<file path="src/rtl/simulador_adc_multicanal.sv">
// ---------------------------------------------------------------------------
// simulador_adc_multicanal
//   Synthesisable model of a multi-channel serial ADC (MCP3204/MCP3208 style),
//   used as a slave stand-in for an FPGA ADC reader. Every register updates
//   on the falling edge of clk_adc.
//
// Ports:
//   clk_adc       in   serial clock from the master (falling edge active)
//   rst_n         in   synchronous active-low reset
//   cs            in   chip select, active-low; high forces IDLE
//   din_adc       in   command bit stream (start, SGL/DIFF, address MSB-first)
//   cargar        in   write strobe for the channel register bank
//   canal_carga   in   channel written by cargar
//   dato_carga    in   value written by cargar
//   datos_adc     out  registered serial conversion data
//   ocupado       out  high from start-bit detection until DONE
//   canal_actual  out  address latched by the last command
//   conversiones  out  completed conversion count (wraps)
// ---------------------------------------------------------------------------
module simulador_adc_multicanal #(
  parameter int DATA_BITS  = 12,
  parameter int CHANNELS   = 8,
  parameter int CH_BITS    = 3,
  parameter int LSB_REPEAT = 0,
  parameter int RAMP_MODE  = 0,
  parameter int RAMP_STEP  = 1
) (
  input  logic                 clk_adc,
  input  logic                 rst_n,
  input  logic                 cs,
  input  logic                 din_adc,
  input  logic                 cargar,
  input  logic [CH_BITS-1:0]   canal_carga,
  input  logic [DATA_BITS-1:0] dato_carga,
  output logic                 datos_adc,
  output logic                 ocupado,
  output logic [CH_BITS-1:0]   canal_actual,
  output logic [15:0]          conversiones
);

  localparam logic [2:0] ST_IDLE   = 3'd0;
  localparam logic [2:0] ST_CONFIG = 3'd1;
  localparam logic [2:0] ST_SAMPLE = 3'd2;
  localparam logic [2:0] ST_NULL   = 3'd3;
  localparam logic [2:0] ST_MSB    = 3'd4;
  localparam logic [2:0] ST_LSB    = 3'd5;
  localparam logic [2:0] ST_DONE   = 3'd6;

  localparam int CNT_W = $clog2(DATA_BITS + CH_BITS + 2);
  localparam logic [CNT_W-1:0] CFG_LAST = CNT_W'(CH_BITS);
  localparam logic [CNT_W-1:0] MSB_LAST = CNT_W'(DATA_BITS - 1);
  localparam logic [CNT_W-1:0] LSB_LAST = CNT_W'(DATA_BITS - 2);
  // Truncating the cast gives the step modulo 2**DATA_BITS.
  localparam logic [DATA_BITS-1:0] STEP = DATA_BITS'(RAMP_STEP);
  localparam logic RAMP_ON = (RAMP_MODE != 0);
  localparam logic LSB_ON  = (LSB_REPEAT != 0);

  logic [2:0]           state;
  logic [CNT_W-1:0]     bit_cnt;
  logic [CH_BITS-1:0]   cmd;
  logic                 sgl_mode;
  logic [DATA_BITS-1:0] sr;
  logic [DATA_BITS-1:0] regs [CHANNELS];

  logic [CH_BITS:0]     cmd_full;
  logic [CH_BITS-1:0]   neg_idx;
  logic [DATA_BITS-1:0] pos_val;
  logic [DATA_BITS-1:0] neg_val;
  logic [DATA_BITS-1:0] result;
  logic                 ramp_en;

  // Complete command word including the bit sampled on this edge.
  assign cmd_full = {cmd, din_adc};
  // The differential partner is the other member of the pair.
  assign neg_idx  = canal_actual ^ CH_BITS'(1);

  // Conversion result for the latched command; out-of-range channels read 0.
  always_comb begin
    pos_val = '0;
    neg_val = '0;
    for (int i = 0; i < CHANNELS; i++) begin
      pos_val = (canal_actual == CH_BITS'(i)) ? regs[i] : pos_val;
      neg_val = (neg_idx == CH_BITS'(i)) ? regs[i] : neg_val;
    end
    if (sgl_mode) begin
      result = pos_val;
    end else if (pos_val > neg_val) begin
      result = pos_val - neg_val;
    end else begin
      result = '0;
    end
  end

  // Ramp fires on the D0 edge of a single-ended conversion only.
  assign ramp_en = RAMP_ON && !cs && (state == ST_MSB) &&
                   (bit_cnt == MSB_LAST) && sgl_mode;

  // Channel register bank: host load has priority over the ramp.
  always_ff @(negedge clk_adc) begin
    for (int i = 0; i < CHANNELS; i++) begin
      if (!rst_n) begin
        regs[i] <= '0;
      end else if (cargar && (canal_carga == CH_BITS'(i))) begin
        regs[i] <= dato_carga;
      end else if (ramp_en && (canal_actual == CH_BITS'(i))) begin
        regs[i] <= regs[i] + STEP;
      end else begin
        regs[i] <= regs[i];
      end
    end
  end

  // Serial protocol sequencer and registered outputs.
  always_ff @(negedge clk_adc) begin
    if (!rst_n) begin
      state        <= ST_IDLE;
      bit_cnt      <= '0;
      cmd          <= '0;
      sgl_mode     <= 1'b0;
      sr           <= '0;
      datos_adc    <= 1'b0;
      ocupado      <= 1'b0;
      canal_actual <= '0;
      conversiones <= 16'd0;
    end else if (cs) begin
      state     <= ST_IDLE;
      bit_cnt   <= '0;
      datos_adc <= 1'b0;
      ocupado   <= 1'b0;
    end else begin
      case (state)
        ST_IDLE: begin
          datos_adc <= 1'b0;
          bit_cnt   <= '0;
          if (din_adc) begin
            state   <= ST_CONFIG;
            ocupado <= 1'b1;
          end else begin
            state   <= ST_IDLE;
          end
        end
        ST_CONFIG: begin
          datos_adc <= 1'b0;
          cmd       <= cmd_full[CH_BITS-1:0];
          if (bit_cnt == CFG_LAST) begin
            sgl_mode     <= cmd_full[CH_BITS];
            canal_actual <= cmd_full[CH_BITS-1:0];
            bit_cnt      <= '0;
            state        <= ST_SAMPLE;
          end else begin
            bit_cnt      <= bit_cnt + CNT_W'(1);
          end
        end
        ST_SAMPLE: begin
          // Freeze the result: later loads or ramps cannot touch bits in flight.
          sr        <= result;
          datos_adc <= 1'b0;
          state     <= ST_NULL;
        end
        ST_NULL: begin
          datos_adc <= 1'b0;
          bit_cnt   <= '0;
          state     <= ST_MSB;
        end
        ST_MSB: begin
          // Rotate left so sr is back to its original value after DATA_BITS edges.
          datos_adc <= sr[DATA_BITS-1];
          sr        <= {sr[DATA_BITS-2:0], sr[DATA_BITS-1]};
          if (bit_cnt == MSB_LAST) begin
            conversiones <= conversiones + 16'd1;
            bit_cnt      <= '0;
            state        <= LSB_ON ? ST_LSB : ST_DONE;
          end else begin
            bit_cnt      <= bit_cnt + CNT_W'(1);
          end
        end
        ST_LSB: begin
          // sr[1] walks D1..D(DATA_BITS-1) as sr rotates right.
          datos_adc <= sr[1];
          sr        <= {sr[0], sr[DATA_BITS-1:1]};
          if (bit_cnt == LSB_LAST) begin
            bit_cnt <= '0;
            state   <= ST_DONE;
          end else begin
            bit_cnt <= bit_cnt + CNT_W'(1);
          end
        end
        ST_DONE: begin
          datos_adc <= 1'b0;
          ocupado   <= 1'b0;
          state     <= ST_DONE;
        end
        default: begin
          datos_adc <= 1'b0;
          ocupado   <= 1'b0;
          bit_cnt   <= '0;
          state     <= ST_IDLE;
        end
      endcase
    end
  end

endmodule

</file>
<file path="config.mk">
export PLATFORM = sky130hd
export DESIGN_NAME = simulador_adc_multicanal
export DESIGN_NICKNAME = d
export VERILOG_FILES = /design/src/rtl/simulador_adc_multicanal.sv
export SDC_FILE = /design/constraint.sdc
export NUM_CORES = 1
export LEC_CHECK = 0
export CAP_MARGIN = 5
export CORE_ASPECT_RATIO = 0.8
export CORE_MARGIN = 2
export CORE_UTILIZATION = 45
export CTS_CLUSTER_DIAMETER = 60
export DETAILED_ROUTE_END_ITERATION = 10
export SYNTH_ARGS = -nofsm -noshare
export SYNTH_HDL_FRONTEND = slang
export SYNTH_SLANG_ARGS = --single-unit
</file>
<file path="constraint.sdc">
create_clock -name clk_adc -period 4.2 [get_ports clk_adc]
set_input_delay 1.26 -clock clk_adc [delete_from_list [all_inputs] [get_ports clk_adc]]
set_output_delay 1.26 -clock clk_adc [all_outputs]
set_load 0.01 [all_outputs]
</file>
==> run_results.csv <==
group,metric,value,unit
synth,synth_fa_ha_area_share,2.566,%
sta,slew-limit-headroom,26.59,%
synth,synthMuxAreaShare,13.77,%
finish,final_cell_mix,"inv_1 (163), nor2_1 (128), edfxtp_1 (96)",
synth,synthesis.nets,819,
routing,dr.pass1.iters,6,
routing,ant_nets,0,
sta,timing.final.ws_setup,-81.87,ps
hold_path,min_path_cells,2,
routing,wl_met1,10190,um
power,p_clk_share,50.4,%
place,placed_cell_area,9178,um2
finish,syn2layout_area_growth,30.02,%
worst_setup_path,max_stage_delay,350,ps
worst_setup_path,worst-setup-path-type,"flop to primary output",
place,placed_cells,1059,
routing,top_layer,"met4",
worst_setup_path,rrSetupSlack,320,ps
synth,syn_inst,783,
synth,synthesis.area,8094,um2
worst_setup_path,reg2reg_from,"canal_actual[0]",
grt,grt_usage,25.24,%
worst_setup_path,crit_end,"conversiones[13]",
grt,antenna_found_initial,0,
finish,mostFrequentLayoutCell,"inv_1",
worst_setup_path,crit_path_start,"conversiones[13]",
routing,avgRoutedWirePerCell,18.64,um
place,gp_congestion,0.9544,
grt,grt_max_degree,54,
synth,synth_seq_cells,141,
place,port_buffers,40,
worst_setup_path,cp.depth,1,
finish,fin_nets,1042,
finish,fin_cells,1244,
hold_path,worstHoldPathType,"flop to flop",
power,comb_power_share,10.2,%
synth,synth_top_family_by_area,"simple AND/OR/NAND/NOR gates",
worst_setup_path,path_delay_family,"flip-flops",
clocking,clk_latency,470,ps
clocking,tritoncts,"yes",
synth,synth.avg_cell_area,10.34,um2
sta,skew,22.77,ps
grt,grt_pass1_wl,36340,um
synth,synth_compound_area_share,12.21,%
hold_path,hold_start,"sr[0]",
die,core_area,17490,um2
clocking,cts_inserted_buffers,17,
die,std_cell_rows,43,
clocking,clk_pin_slew,40,ps
routing,wl_met2,10720,um
power,internal_power,2.811,mW
clocking,cts_buffer_depth,2,
die,io-pin-count,41,
clocking,cts_num_sinks,141,
finish,antenna_cells,0,
power,seqPwrFrac,39.4,%
routing,viasPerCell,5.700,
synth,async_flop_share,0,%
worst_setup_path,rr_endpoint,"sr[11]",
grt,overflow,0,
sta,hold_ws,491.2,ps
die,dieArea,19080,um2
power,p_leak,4.384,nW
worst_setup_path,worstPathArrival,3020,ps
power,power_switching,1.264,mW
routing,met3RoutedLength,1618,um
grt,grt_pass1_vias,7371,
synth,synth-seq-area-share,46.75,%
sta,finalMaxSlewViolations,0,
worst_setup_path,worstRegToRegCells,11,
routing,route.vias.total,7091,
status,violations,"negative setup slack",
run,maxCapViolCount,0,
worst_setup_path,crit_path_start_kind,"flop",
finish,final_area,10520,um2
status,outcome,"finished with violations",
sta,timing.setup.tns,-910.2,ps
finish,post-route-util,60.19,%
sta,grt_setup_unrepaired,"yes",
clocking,htree_levels,4,
worst_setup_path,end_kind,"primary output",
die,fp.dieW,153.9,um
die,initial_core_util,46.29,%
place,dp_hpwl,14740,um
synth,synth_ff_type,"edfxtp_1",
routing,drc,0,
finish,fill_cells,1538,
worst_setup_path,path_cells,"buf_6",
synth,synth-xor-area-share,1.948,%
routing,wirelength,23180,um
die,die_y,124.0,um
routing,dr.first_iter.drc_count,596,
synth,synthDistinctLibCells,66,
worst_setup_path,slowest_stage,"dfxtp_4",
sta,hold_viol,0,
finish,drive_gt1_share,21.20,%
clocking,root_buffer,"clkbuf_16",
worst_setup_path,cp.required,2940,ps
power,swShare,31.02,%
power,peakVddDrop,0.2902,mV
sta,worst_slew_pin_slew,1100,ps
worst_setup_path,worst-path-buf-inv,1,
synth,synth-warning-count,0,
worst_setup_path,path_max_fanout,4,
power,powerDensity,387.3,nW/um2
synth,synth_edf_count,96,
synth,yosys.area_share.simple,18.52,%
sta,finalSetupViolations,21,
worst min path at each step:
| stage | endpoint | slack, ps |
|---|---|---|
| finish | sr[0] | 490 |
| global route | sr[0] | 530 |
| CTS | sr[0] | 490 |
| detailed placement | sr[0] | 490 |
| global placement | conversiones[15] | 480 |
| floorplan | sr[0] | 460 |
power groups by stage:
stage,Sequential [mW],Clock [mW],Combinational (mW)
6_report,1.61,2.05,0.415
3_3_place_gp,1.62,0.202,0.383
5_1_grt,1.61,2.25,0.450
2_1_floorplan,1.61,0.202,0.262
4_1_cts,1.61,2.11,0.409
3_5_place_dp,1.62,0.202,0.391
cells in the mapped netlist (all sizes together), types with 9 or more instances:
library cell | number | area, um2
a211oi | 11 | 87.58
mux2 | 27 | 304.0
o22ai | 22 | 137.6
edfxtp | 96 | 2883
nand3b | 9 | 67.56
a221o | 9 | 90.09
o211ai | 10 | 75.07
inv | 22 | 82.58
nand2b | 14 | 87.58
buf | 29 | 170.2
nor2 | 129 | 484.2
nand3 | 22 | 110.1
and2 | 13 | 81.33
xnor2 | 11 | 96.34
mux4 | 18 | 450.4
dfxtp | 45 | 900.9
nand2 | 56 | 210.2
nor2b | 24 | 150.1
mux2i | 36 | 360.4
o21ai | 24 | 120.1
a21oi | 27 | 138.9
clkbuf | 24 | 90.09
ha | 15 | 187.7
stage by stage:
stage	total power, mW	setup WS (ps)
3_3_place_gp	2.203	-744.2
2_1_floorplan	2.069	-262.5
3_5_place_dp	2.217	-758.5
4_1_cts	4.129	-81.95
5_1_grt	4.317	-110.6
6_report	4.076	-81.87
cell families after synthesis:
logic type	Yosys count
adders and majority gates	16
buffers and inverters	75
xor gates and xnor gates	18
and+or+nand+nor	307
AOI/OAI and AO/OA	145
muxes	81
DFF	141
per-layer routing:
metal	GRT usage [%]	up-vias
li1	-	3359
met1	31.53	3432
met2	39.38	253
met3	8.038	47
met4	13.96	0
met5	0	-
state kept, by name, summed over array words and instances (netlist names):
signal,flops
conversiones,16
canal_actual,3
datos_adc,1
sgl_mode,1
ocupado,1
cmd,3
regs,96
sr,12
state,3
bit_cnt,5
repair_timing:
item	CTS	global route
pin swaps	10	4
setup endpoints to repair	235	56
resized for setup	144	11
cloned	4	0
setup buffers	5	4
endpoints found under the hold margin	0	0
hold buffers	0	0
cell type report:
| class | count | area (um2) | share of cell area [%] |
|---|---|---|---|
| clock buffers | 17 | 425.4 | 4.042 |
| clock inverters | 156 | 689.4 | 6.551 |
| inverters | 21 | 78.83 | 0.7490 |
| multi-input cells | 571 | 4222 | 40.11 |
| flip-flops and latches | 141 | 3814 | 36.24 |
| well taps | 225 | 281.5 | 2.675 |
| repair buffers | 113 | 1013 | 9.630 |
Power figures use the tool's default switching activity.
